<file path="src/rtl/axis_sc_fifo.sv">
// Single-clock AXI-Stream FIFO with registered FWFT output, write-to-output bypass
// and registered fill-level flags for flow control.
module axis_sc_fifo #(
    parameter int unsigned WIDTH        = 32,
    parameter int unsigned DEEP         = 32,
    parameter int unsigned DEEP_BITS    = $clog2(DEEP),
    parameter int unsigned ALMOST_FULL  = DEEP - 4,
    parameter int unsigned ALMOST_EMPTY = 4,
    parameter int unsigned ULTRA_SCALE  = 0
) (
    input  logic                 clk,
    input  logic                 rst_n,
    input  logic [WIDTH-1:0]     s_rx_tdata,
    input  logic                 s_rx_tvalid,
    output logic                 s_rx_tready,
    output logic [WIDTH-1:0]     m_tx_tdata,
    output logic                 m_tx_tvalid,
    input  logic                 m_tx_tready,
    output logic [DEEP_BITS:0]   fifo_used,
    output logic                 almost_full,
    output logic                 almost_empty
);

    localparam int unsigned PW = DEEP_BITS + 1;

    logic [PW-1:0]    wr_ptr_q, wr_ptr_d;
    logic [PW-1:0]    rd_ptr_q, rd_ptr_d;
    logic [PW-1:0]    used_q, used_d;
    logic             out_valid_q, out_valid_d;
    logic [WIDTH-1:0] out_data_q, out_data_d;
    logic             s_ready_q, s_ready_d;
    logic             afull_q, afull_d;
    logic             aempty_q, aempty_d;

    logic             push, pop, ram_empty, out_free, ram_we;
    logic [PW-1:0]    ram_count;
    logic [WIDTH-1:0] ram_rdata;

    // RAM only ever holds DEEP-1 beats: the output register is always filled first.
    if (ULTRA_SCALE != 0) begin : g_uram
        (* ram_style = "ultra" *) logic [WIDTH-1:0] mem [DEEP];
        always_ff @(posedge clk) begin
            if (ram_we) mem[wr_ptr_q[DEEP_BITS-1:0]] <= s_rx_tdata;
        end
        assign ram_rdata = mem[rd_ptr_q[DEEP_BITS-1:0]];
    end else begin : g_lutram
        (* ram_style = "distributed" *) logic [WIDTH-1:0] mem [DEEP];
        always_ff @(posedge clk) begin
            if (ram_we) mem[wr_ptr_q[DEEP_BITS-1:0]] <= s_rx_tdata;
        end
        assign ram_rdata = mem[rd_ptr_q[DEEP_BITS-1:0]];
    end

    always_comb begin
        wr_ptr_d    = wr_ptr_q;
        rd_ptr_d    = rd_ptr_q;
        out_valid_d = out_valid_q;
        out_data_d  = out_data_q;
        ram_we      = 1'b0;

        push      = s_rx_tvalid & s_ready_q;
        pop       = out_valid_q & m_tx_tready;
        ram_count = wr_ptr_q - rd_ptr_q;
        ram_empty = (ram_count == '0);
        out_free  = ~out_valid_q | pop;

        // Output register refill: RAM head first, else bypass the incoming beat.
        if (out_free && !ram_empty) begin
            out_valid_d = 1'b1;
            out_data_d  = ram_rdata;
            rd_ptr_d    = rd_ptr_q + PW'(1);
        end else if (out_free && push) begin
            out_valid_d = 1'b1;
            out_data_d  = s_rx_tdata;
        end else if (pop) begin
            out_valid_d = 1'b0;
        end

        if (push && !(out_free && ram_empty)) begin
            ram_we   = 1'b1;
            wr_ptr_d = wr_ptr_q + PW'(1);
        end

        used_d    = used_q + PW'(push) - PW'(pop);
        s_ready_d = (used_d < PW'(DEEP));
        afull_d   = (used_d >= PW'(ALMOST_FULL));
        aempty_d  = (used_d <= PW'(ALMOST_EMPTY));
    end

    always_ff @(posedge clk or negedge rst_n) begin
        if (!rst_n) begin
            wr_ptr_q    <= '0;
            rd_ptr_q    <= '0;
            used_q      <= '0;
            out_valid_q <= 1'b0;
            s_ready_q   <= 1'b0;
            afull_q     <= 1'b0;
            aempty_q    <= 1'b1;
        end else begin
            wr_ptr_q    <= wr_ptr_d;
            rd_ptr_q    <= rd_ptr_d;
            used_q      <= used_d;
            out_valid_q <= out_valid_d;
            s_ready_q   <= s_ready_d;
            afull_q     <= afull_d;
            aempty_q    <= aempty_d;
        end
    end

    // Data path register carries no reset; its content is qualified by out_valid_q.
    always_ff @(posedge clk) begin
        out_data_q <= out_data_d;
    end

    assign s_rx_tready  = s_ready_q;
    assign m_tx_tdata   = out_data_q;
    assign m_tx_tvalid  = out_valid_q;
    assign fifo_used    = used_q;
    assign almost_full  = afull_q;
    assign almost_empty = aempty_q;

endmodule
</file>
<file path="config.mk">
export PLATFORM = sky130hd
export DESIGN_NAME = axis_sc_fifo
export DESIGN_NICKNAME = d
export VERILOG_FILES = /design/src/rtl/axis_sc_fifo.sv
export SDC_FILE = /design/constraint.sdc
export NUM_CORES = 1
export LEC_CHECK = 0
export CORE_MARGIN = 8
export CORE_UTILIZATION = 50
export CTS_CLUSTER_SIZE = 16
export DETAILED_ROUTE_END_ITERATION = 10
export MAX_ROUTING_LAYER = met4
export PLACE_DENSITY = 0.68
export SYNTH_ARGS = -nofsm -noshare
export SYNTH_HDL_FRONTEND = slang
export SYNTH_SLANG_ARGS = --single-unit
</file>
<file path="constraint.sdc">
create_clock -name clk -period 4.8 [get_ports clk]
set_clock_uncertainty 0.2 [all_clocks]
set_input_delay 0.96 -clock clk [delete_from_list [all_inputs] [get_ports clk]]
set_output_delay 0.96 -clock clk [all_outputs]
set_load 0.01 [all_outputs]
</file>
==> summary by stage <==
Yosys
The cell area after synthesis is 40900 µm². The post-synthesis share of cell area spent on full adders, half adders and majority gates is 0.538%. Of the post-synthesis cell area, the part taken by muxes is 14.2%.

Summing the areas of all and, or, nand and nor instances in the mapped netlist gives 0.914% of the synthesized area. The number of nets in the synthesized netlist is 1831. The biggest area consumer among synthesized cells is edfxtp_1. In the synthesized netlist, the number of instances is 1778. Yosys attributes the largest share of cell area to edfxtp_1 77%, mux4_2 14%, dfrtp_1 1.3%, a22oi_1 1.2%, a221oi_1 0.68%. The mean cell area of the mapped netlist is 23.0 µm².

The sequential fraction of the synthesis area is 78.8%. The Yosys warning count is 0. After synthesis, the netlist uses 45 different library cells. The fraction of synthesized cell area in xor and xnor cells is 0.385%. After synthesis, the largest area contributor takes up 77.5% of total cell area. The compound-gate portion of the synthesized area is 4.08%. After synthesis, the largest family of logic cells by area is multiplexers.

The flip-flop and latch count after synthesis is 1078.

Pwr
Total power for the finished layout comes to 0.0263 W. IR analysis of the VDD net gives a maximum drop of 0.000439 V. The ratio of total power to cell area is 560 nW/µm². The leakage dissipation is 14.6 nW.

GRT
The first global-routing pass estimated 136000 µm of wire. The aggregate global routing overflow is 0. The initial antenna violation count is 3. Entering global routing, the biggest net connects 134 pins. For this run, the total global-route usage over all layers was measured as 21.1%. The via count of the first global-routing pass is 20200.

Worst setup path
The required time of the critical path is 4.89 ns. The slowest stage of the critical path belongs to the cell o32ai_1. The signal on the critical path passes through inv_1 -> ha_1 -> o32ai_1 -> or4_1 -> o211ai_2 -> buf_4 -> nor2_4 -> buf_4.

The startpoint identified for the worst register-to-register timing path is rd_ptr_q[4]. The worst setup path is captured at a flop. The internal reg-to-reg setup slack is 0.85 ns. The end of the worst register-to-register path is g_lutram.mem[18][13]. The classification of the worst setup path is reg -> reg. The worst path arrival time is 4.04 ns. The highest fanout seen on the critical path is 21. The largest single stage delay on the critical path is 0.60 ns. The type of origin of the critical path is a flop. The worst reg-to-reg path cell count is 8. In this design, the critical path's most frequently occurring cell is buf_4.

Clocking
After clock tree synthesis, the setup repair step added 0 buffers. The hold buffer count at cts is 0. The total of cells resized after clock tree synthesis is 0. The clock reaches the later pin of the worst-skew pair after 0.67 ns. The buffer cell driving the clock tree root is clkbuf_16. Counting every sink on the clock net gives 1078.

TritonCTS built the clock tree. In this run the number of H-tree levels came out at 3. The deepest clock path buffer count is 3. In this run, CTS created clock tree buffers numbering 105. The clock transition time at the flip-flop clock pins of the worst setup and hold paths is 0.06 ns.

STA
Once routing completed, OpenROAD measured the worst setup slack at 0.853 ns. After layout, the worst path uses 82.2% of the clock period. The slew at the pin closest to its max-slew limit is 1.39 ns.

Setup repair after global routing left no endpoint under its margin. The number of setup violations in the final report is 0. The sum of negative setup slack is 0 ns. The final number of hold-violating endpoints is 0. The worst-case headroom to the max-slew limit is 7.32%.

The highest clock frequency the design can meet is 0.253 GHz. Across all hold checks on the routed design, the worst slack comes to 0.289 ns. The total count of max-transition violations in the final report was 0. The time the final worst path needs with I/O delays and setup is 3.95 ns.

Place
Once placement finished, the instance area stood at 43500 µm². The count of buffers added on input and output ports is 77. Summed over all nets, the half-perimeter wirelength after detailed placement is 50900 µm.

OpenSTA, run right after detailed placement, puts the worst setup slack at 0.684 ns. The congestion estimate from routability-driven global placement came to 0.793.

Floorplan
Once the floorplan was initialized, standard cells occupied 50.2% of the core. The site row count is 105. The die covers 91300 µm².

During I/O placement, the number of pins put on the boundary was 78. The floorplan core area is 81600 µm². In this run the horizontal extent of the chip is 302 µm. The floorplan die height is 302 µm.

Min path
The class of the worst hold path is reg -> reg. For hold timing, the worst endpoint is wr_ptr_q[5]. The worst hold path cell count is 1. The worst hold path startpoint is wr_ptr_q[5].

Final layout
In the final design database the tool counted 1978 nets. Fill cells in the final layout number 5777. The share of post-route cells with drive strength above 1 is 25.3%. The total non-filler cell area in the finished layout is 46900 µm². Relative to the synthesized area, the layout overhead comes to 14.5%.

Route
For this block, the via count after detailed routing is 19200. After detailed routing, the number of remaining DRC violations is 0. The routed wirelength normalized by instance count is 30.0 µm. In this run the remaining antenna-violating nets after routing total 0. After the first detailed-routing iteration, the DRC count stood at 1934.

The via-per-instance ratio is 6.23. After detailed routing, the total wire length is 92600 µm. The first TritonRoute pass finished after 5 iterations.

Job
Max-cap violations in this run came to 0.

Status
The run finished with clean final reports.
stage by stage:
stage,utilization [%],std cells
5_1_grt,57.4,3084
6_report,57.4,3084
2_1_floorplan,-,1778
3_5_place_dp,53.3,2887
4_1_cts,57.4,3082
3_3_place_gp,53.3,2887
area by class of cell:
cell class                 count  area [µm²]  share of cell area, %
antenna                        1        2.50                0.00534
inverter                      15        56.3                  0.120
clock inverter                60         586                   1.25
multi-input combinational    587        8520                   18.2
tap                         1070        1340                   2.86
clock buffer                 135        2740                   5.85
sequential                  1078       32300                   68.9
timing repair buffer         138        1350                   2.88
routing by layer:
metal / track usage (%) / part of all wire [%]
met3: 3.33 / 6.9
met5: - / 0
met2: 34.8 / 51
met4: 7.01 / 3.1
met1: 27.1 / 39
cell usage after synthesis:
cell / instances
edfxtp_1: 1056
mux4_2: 256
a22oi_1: 64
clkbuf_1: 64
nor2_1: 42
a21o_1: 33
a221oi_1: 32
a22o_1: 32
a31oi_1: 32
buf_2: 29
dfrtp_1: 21
ha_1: 16
inv_1: 15
xnor2_1: 11
a21oi_1: 8
xor2_1: 7
nand3_1: 6
buf_1: 5
nor3_1: 5
and2_1: 4
nand2_1: 3
nand2b_1: 3
nand3b_1: 3
o211ai_2: 3
o21ai_0: 3
a31o_2: 2
and3_1: 2
nand4_1: 2
or3_1: 2
or3b_2: 2
a2111oi_0: 1
dfstp_2: 1
fa_1: 1
mux2_1: 1
mux2_2: 1
mux2i_1: 1
nor2b_1: 1
nor4_1: 1
nor4b_1: 1
o211ai_4: 1
o21a_1: 1
o21bai_1: 1
o32ai_1: 1
o41ai_2: 1
or4_1: 1
state kept, by name, indices dropped and copies added, names as in the netlist:
name and count:
g_lutram.mem 1024, m_tx_tdata 32, fifo_used 6, rd_ptr_q 6, wr_ptr_q 6, almost_empty 1, almost_full 1, m_tx_tvalid 1
s_rx_tready 1
worst max path at each step:
stage / start / to / slack [ns] / cells past startpoint
global placement: s_rx_tvalid / almost_full / 0.80 / 12
CTS: rd_ptr_q[4] / g_lutram.mem[22][12] / 0.83 / 8
detailed placement: s_rx_tvalid / almost_empty / 0.68 / 12
global route: rd_ptr_q[4] / g_lutram.mem[16][15] / 0.69 / 8
finish: rd_ptr_q[4] / g_lutram.mem[18][13] / 0.85 / 8
floorplan: rd_ptr_q[1] / g_lutram.mem[30][0] / 0.16 / 13
report_power, final:
group / internal (W) / switching [W] / total [W]
combinational: 0.00324 / 0.00390 / 0.00714
clock: 0.00443 / 0.00345 / 0.00788
sequential: 0.0110 / 0.000247 / 0.0112
critical path: cells and delay by family (launching register included):
| kind | cells | cell delay, ns |
|---|---|---|
| flip-flops | 1 | 0.48 |
| adder cells (fa/ha/maj) | 1 | 0.36 |
| AO/OA/AOI/OAI | 2 | 0.71 |
| buffers and inverters | 3 | 0.89 |
| AND/OR/NAND/NOR | 2 | 0.89 |
cells by family (layout without fill, tap and decap cells):
| family | Yosys count | after routing |
|---|---|---|
| AOI/OAI and AO/OA | 215 | 215 |
| xor gates and xnor gates | 18 | 18 |
| adders and majority gates | 17 | 17 |
| buffers and inverters | 113 | 348 |
| DFF | 1078 | 1078 |
| muxes | 259 | 259 |
| other | 0 | 1 |
| and+or+nand+nor | 78 | 78 |
cells in the final DEF (no fill, tap or decap), types with 4 or more instances in the layout:
cell type           n
a31oi_1            32
clkbuf_16         105
buf_4              51
nand3_1             6
clkinv_16           4
a21o_1             33
clkinv_2           13
nor2_1              8
a22oi_1            64
xnor2_1            11
clkinv_1           27
mux4_2            256
ha_1               16
a22o_1             32
buf_12              9
clkdlybuf4s50_1    77
dfrtp_1            18
bufinv_16           7
clkinvlp_4          4
and2_1              4
a21oi_1             8
edfxtp_1         1056
a221oi_1           32
clkbuf_1           30
inv_1              15
xor2_1              7
nor3_2              4
nor2_4             34
Power figures use the tool's default switching activity.
